### src/rtl/isqrt_pkg.sv
// ============================================================================
// isqrt_pkg : shared state encoding and width helpers for the isqrt engine
// Rev 1.0
// ============================================================================
`default_nettype none

package isqrt_pkg;

    // ROUND keeps its code point even in builds that never enter it.
    typedef enum logic [1:0] {
        IDLE  = 2'd0,
        CALC  = 2'd1,
        ROUND = 2'd2,
        DONE  = 2'd3
    } state_t;

    function automatic int root_width(input int width);
        return width / 2;
    endfunction

    function automatic int cnt_width(input int width);
        return $clog2(width / 2 + 1);
    endfunction

endpackage

`default_nettype wire

### src/rtl/isqrt_step.sv
// ============================================================================
// isqrt_step : one combinational restoring square-root iteration
// Rev 1.0
// ============================================================================
`default_nettype none

module isqrt_step #(
    parameter int R = 8
) (
    input  logic [R+1:0] rem_in,
    input  logic [R-1:0] q_in,
    input  logic [1:0]   x_top,
    output logic [R+1:0] rem_out,
    output logic         root_bit
);

    logic [R+1:0] shifted;
    logic [R+1:0] trial;
    logic         unused_hi;

    // The partial remainder never exceeds 2q, so its two top bits are
    // always zero when shifted and can be dropped.
    assign unused_hi = ^rem_in[R+1:R];

    always_comb begin
        shifted  = {rem_in[R-1:0], x_top};
        trial    = {q_in, 2'b01};
        root_bit = (shifted >= trial);
        rem_out  = root_bit ? (shifted - trial) : shifted;
    end

endmodule

`default_nettype wire

### src/rtl/isqrt_unit.sv
// ============================================================================
// isqrt_unit : multi-cycle Start/Ack integer square root, one root bit/clock
// Rev 1.0  -- define ISQRT_ROUND_EN for round-to-nearest root
// ============================================================================
`default_nettype none

module isqrt_unit
    import isqrt_pkg::*;
#(
    parameter int WIDTH = 16
) (
    input  logic               clk,
    input  logic               rst_n,
    input  logic               start,
    input  logic [WIDTH-1:0]   operand,
    output logic [WIDTH/2-1:0] root,
    output logic [WIDTH/2:0]   remainder,
    output logic               busy,
    output logic               ack
);

    localparam int R  = root_width(WIDTH);
    localparam int CW = cnt_width(WIDTH);
    localparam logic [CW-1:0] LAST_CNT = CW'(R - 1);

    state_t          state;
    state_t          state_nxt;
    logic [WIDTH-1:0] x;
    logic [R+1:0]    rem;
    logic [R-1:0]    q;
    logic [CW-1:0]   cnt;

    logic            accept;
    logic            step_en;
    logic            last;
    logic [R+1:0]    rem_nxt;
    logic            root_bit;
    logic [R-1:0]    q_nxt;

    isqrt_step #(
        .R(R)
    ) u_step (
        .rem_in  (rem),
        .q_in    (q),
        .x_top   (x[WIDTH-1:WIDTH-2]),
        .rem_out (rem_nxt),
        .root_bit(root_bit)
    );

    assign q_nxt = {q[R-2:0], root_bit};
    assign last  = step_en && (cnt == LAST_CNT);

    always_ff @(posedge clk or negedge rst_n) begin
        if (!rst_n) begin
            state <= IDLE;
        end else begin
            state <= state_nxt;
        end
    end

    always_comb begin
        state_nxt = state;
        accept    = 1'b0;
        step_en   = 1'b0;
        busy      = 1'b0;
        ack       = 1'b0;
        case (state)
            IDLE, DONE: begin
                ack = (state == DONE);
                if (start) begin
                    state_nxt = CALC;
                    accept    = 1'b1;
                end
            end
            CALC: begin
                busy    = 1'b1;
                step_en = 1'b1;
                if (cnt == LAST_CNT) begin
`ifdef ISQRT_ROUND_EN
                    state_nxt = ROUND;
`else
                    state_nxt = DONE;
`endif
                end
            end
            ROUND: begin
                busy      = 1'b1;
                state_nxt = DONE;
            end
            default: state_nxt = IDLE;
        endcase
    end

`ifdef ISQRT_ROUND_EN
    logic [R-1:0] rounded;

    // Remainder > q is exactly operand >= (q + 0.5)^2; an all-ones q saturates.
    assign rounded = (({2'b00, q} < rem) && (q != '1)) ? (q + 1'b1) : q;
`endif

    always_ff @(posedge clk or negedge rst_n) begin
        if (!rst_n) begin
            x         <= '0;
            rem       <= '0;
            q         <= '0;
            cnt       <= '0;
            root      <= '0;
            remainder <= '0;
        end else begin
            if (accept) begin
                x   <= operand;
                rem <= '0;
                q   <= '0;
                cnt <= '0;
            end else if (step_en) begin
                x   <= {x[WIDTH-3:0], 2'b00};
                rem <= rem_nxt;
                q   <= q_nxt;
                cnt <= cnt + 1'b1;
            end
`ifdef ISQRT_ROUND_EN
            if (state == ROUND) begin
                root      <= rounded;
                remainder <= rem[R:0];
            end
`else
            if (last) begin
                root      <= q_nxt;
                remainder <= rem_nxt[R:0];
            end
`endif
        end
    end

endmodule

`default_nettype wire

### config.mk
export PLATFORM = sky130hd
export DESIGN_NAME = isqrt_unit
export DESIGN_NICKNAME = d
export VERILOG_FILES = /design/src/rtl/isqrt_pkg.sv /design/src/rtl/isqrt_step.sv /design/src/rtl/isqrt_unit.sv
export SDC_FILE = /design/constraint.sdc
export NUM_CORES = 1
export LEC_CHECK = 0
export ABC_AREA = 0
export CAP_MARGIN = 20
export CORE_MARGIN = 2
export CORE_UTILIZATION = 55
export CTS_CLUSTER_DIAMETER = 120
export DETAILED_ROUTE_END_ITERATION = 8
export PLACE_DENSITY = 0.75
export SYNTH_ARGS = -nofsm -noshare
export SYNTH_HDL_FRONTEND = slang
export SYNTH_SLANG_ARGS = --single-unit
### constraint.sdc
create_clock -name clk -period 2.1 [get_ports clk]
set_clock_uncertainty 0.2 [all_clocks]
set_input_delay 0.42 -clock clk [delete_from_list [all_inputs] [get_ports clk]]
set_output_delay 0.42 -clock clk [all_outputs]
set_load 0.05 [all_outputs]
==> impl_metrics.py <==
metrics = {
    "timing": {
        "setup_ws_ns": 0.0333,
        "period_needed_ns": 2.07,
        "whs_ns": 0.287,
        "period_share_pct": 98.4,
        "tightest_slew_ns": 0.302,
        "drv_slew": 0,
        "setup-violations-final": 0,
        "slew_headroom_pct": 79.9,
        "final-hold-violation-count": 0,
        "fmax_ghz": 0.484,
        "final.setup.tns_ns": 0,
    },
    "final_layout": {
        "regArea_um2": 1380,
        "final_cell_area_um2": 3960,
        "multi_input_area_um2": 1650,
        "n_fill_cell": 383,
        "fin_nets": 411,
        "drive_above_1_share_pct": 26.8,
        "final_util_pct": 76.5,
        "finalNonFillerCells": 450,
        "syn2layout_area_growth_pct": 33.3,
        "diodes": 0,
    },
    "placement": {
        "place_ws_ns": -0.0214,
        "placed_area_um2": 3600,
        "port_buffers": 37,
        "finalWeightedCongestion": 0.892,
        "dpl.cell_count": 435,
        "post-dp-hpwl_um": 5000,
    },
    "power_and_ir_drop": {
        "power_leakage_nw": 1.80,
        "p_seq_share_pct": 23.7,
        "p_int_mw": 4.00,
        "clkPwrFrac_pct": 9.6,
        "ir_drop_v": 0.000734,
        "p_per_area_nw_per_um2": 1860,
        "p_sw_share_pct": 45.7,
        "switchingPower_mw": 3.37,
        "combPwrFrac_pct": 66.7,
        "total_power_mw": 7.38,
    },
    "drt": {
        "vias": 2516,
        "wl_um": 7240,
        "drt-initial-drc-count": 172,
        "drc_errors": 0,
        "ant_nets": 0,
        "drtPass1Iterations": 5,
        "routedWlPerCell_um": 16.1,
        "vias_per_cell": 5.59,
    },
    "yosys": {
        "seq_area_frac_synth_pct": 46.4,
        "ys_types": 44,
        "synth_edf_count": 0,
        "syn_inst": 312,
        "avgSynthCellArea_um2": 9.51,
        "synth-warning-count": 0,
        "ys_ff_latch": 55,
        "synth_ff_type": "dfrtp_1",
        "syn_area_um2": 2970,
        "synth_fp_nets": 344,
        "synthArstFlopShare_pct": 100,
    },
    "run_status": {
        "outcome": "finished clean",
    },
    "worst_setup_path": {
        "critPathLaunchType": "register",
        "endpoint_kind": "register",
        "cp.required_ns": 2.12,
        "setup.worst_path.class": "register to register",
        "cp_max_fo": 6,
        "cp.arrival_ns": 2.09,
    },
    "min_path": {
        "min_path_type": "register to register",
    },
    "clocking": {
        "path_clk_slew_ns": 0.10,
        "cts_made_buffers": 5,
        "clock_latency_ns": 0.31,
        "cts_tree": "done",
        "cts_sinks": 55,
        "root_buffer": "clkbuf_8",
        "clockBufferDepth": 2,
        "htree_levels": 2,
    },
    "floorplanning": {
        "dieHeight_um": 77.5,
        "coreArea_um2": 5170,
        "io_pins": 38,
        "initial_utilization_pct": 57.4,
        "fp.dieW_um": 77.5,
        "die-area_um2": 6000,
        "row_count": 26,
    },
    "global_route": {
        "grt_pass1_vias": 2469,
        "antenna_found_initial": 0,
        "grt_pass1_wl_um": 11500,
        "grt-ovfl-total": 0,
        "gr-usage-all-layers_pct": 24.1,
        "grt_start_max_net_pins": 56,
    },
    "job": {
        "drv_cap": 0,
    },
}
[routing by layer]
metal | GRT usage (%) | routed length (um) | up-vias
li1 | - | - | 1233
met1 | 31.2 | 3080 | 1188
met2 | 40.3 | 3690 | 85
met3 | 3.95 | 314 | 10
met4 | 10.2 | 153 | 0
met5 | 0 | 0 | -
[cells in the mapped netlist, types with 2 or more instances]
cell type	number	share of area (%)
clkbuf_1	11	1.4
o21ai_2	2	0.59
nand2b_1	2	0.42
o31ai_2	2	0.84
a21o_1	2	0.51
a21oi_1	7	1.2
nor3_1	6	1.0
o21ai_1	2	0.34
o21a_1	3	0.76
nand2_1	43	5.4
mux2i_1	22	7.4
dfrtp_1	55	46
o211ai_1	7	1.8
nand4_1	7	1.5
nor2_1	20	2.5
buf_2	5	0.84
xnor2_1	5	1.5
and2_1	2	0.42
buf_6	2	0.76
inv_1	12	1.5
ha_1	13	5.5
o21ai_0	34	5.7
a31oi_1	7	1.5
nand3b_1	6	1.5
nor3b_1	2	0.51
and3_1	3	0.63
nand3_1	11	1.9
xor2_1	3	0.89
[cells in the final DEF, fill, tap and decap left out, types with 3 or more instances in the layout]
| cell | count |
|---|---|
| o21ai_0 | 31 |
| ha_1 | 4 |
| xnor2_1 | 5 |
| nand4_1 | 7 |
| nand2_1 | 43 |
| nor2_1 | 17 |
| buf_4 | 55 |
| and3_1 | 3 |
| dfrtp_1 | 54 |
| nand3b_1 | 6 |
| inv_1 | 11 |
| a31oi_1 | 7 |
| a21oi_1 | 6 |
| nor2_2 | 3 |
| nand3_1 | 11 |
| nor3_1 | 4 |
| ha_4 | 8 |
| clkdlybuf4s50_1 | 17 |
| o21ai_1 | 4 |
| clkbuf_8 | 5 |
| mux2i_1 | 22 |
| o211ai_1 | 7 |
| buf_12 | 4 |
[worst max-delay path, stage by stage, from the launching register on]
cell and delay, ns:
dfrtp_1 0.46, ha_4 0.32, o21ai_4 0.07, nor3_4 0.23, o21ai_4 0.13, buf_4 0.16
and4_1 0.18, nor3_1 0.22
[final timing paths]
check	depth (start not counted)	slack (ns)	start	endpoint
max in group asynchronous	3	1.03	rst_n	rem[4]
min in group asynchronous	3	0.42	rst_n	remainder[7]
worst max register to register	7	0.03	rem[3]	rem[0]
worst min-delay path	2	0.29	root[6]	root[6]
worst min register to register	2	0.29	root[6]	root[6]
worst max-delay path	7	0.03	rem[3]	rem[0]
[state kept, by name, indices dropped and copies added, names as in the netlist]
| register | count |
|---|---|
| state | 2 |
| x | 16 |
| remainder | 9 |
| cnt | 4 |
| rem | 8 |
| q | 8 |
| root | 8 |
[repair_timing]
action	in CTS	in global routing
setup buffers	0	6
gates resized for setup	9	24
endpoints found under the setup margin	6	19
hold buffers	1	0
hold endpoints to repair	55	0
pin swaps	0	6
[power by group through the flow]
stage | Sequential (mW) | Combinational, mW | Clock (mW)
after detailed placement | 1.73 | 4.12 | 0
after global placement | 1.70 | 4.04 | 0
after CTS | 1.71 | 4.30 | 0.716
after floorplan | 2.04 | 2.49 | 0
after global routing | 1.78 | 5.29 | 0.772
final | 1.75 | 4.92 | 0.712
[logic make-up (layout without fill, tap and decap cells)]
kind of cell	count (synthesis)	in the layout	share of synthesized area, %
fa+ha+maj	13	13	5.48
xor+xnor	8	8	2.36
flops	55	55	46.4
compound gates	75	75	16.1
mux	22	22	7.42
buf+inv	31	99	4.64
simple gates	108	108	17.6
[final cells by class]
| type | instances | area share [%] |
|---|---|---|
| clock inverter | 3 | 1.11 |
| multi-input combinational | 226 | 41.6 |
| sequential | 55 | 34.8 |
| inverter | 12 | 1.14 |
| tap | 70 | 2.21 |
| clock buffer | 5 | 1.74 |
| timing repair buffer | 79 | 17.4 |
Note: power is estimated with default switching activity, not from simulation.
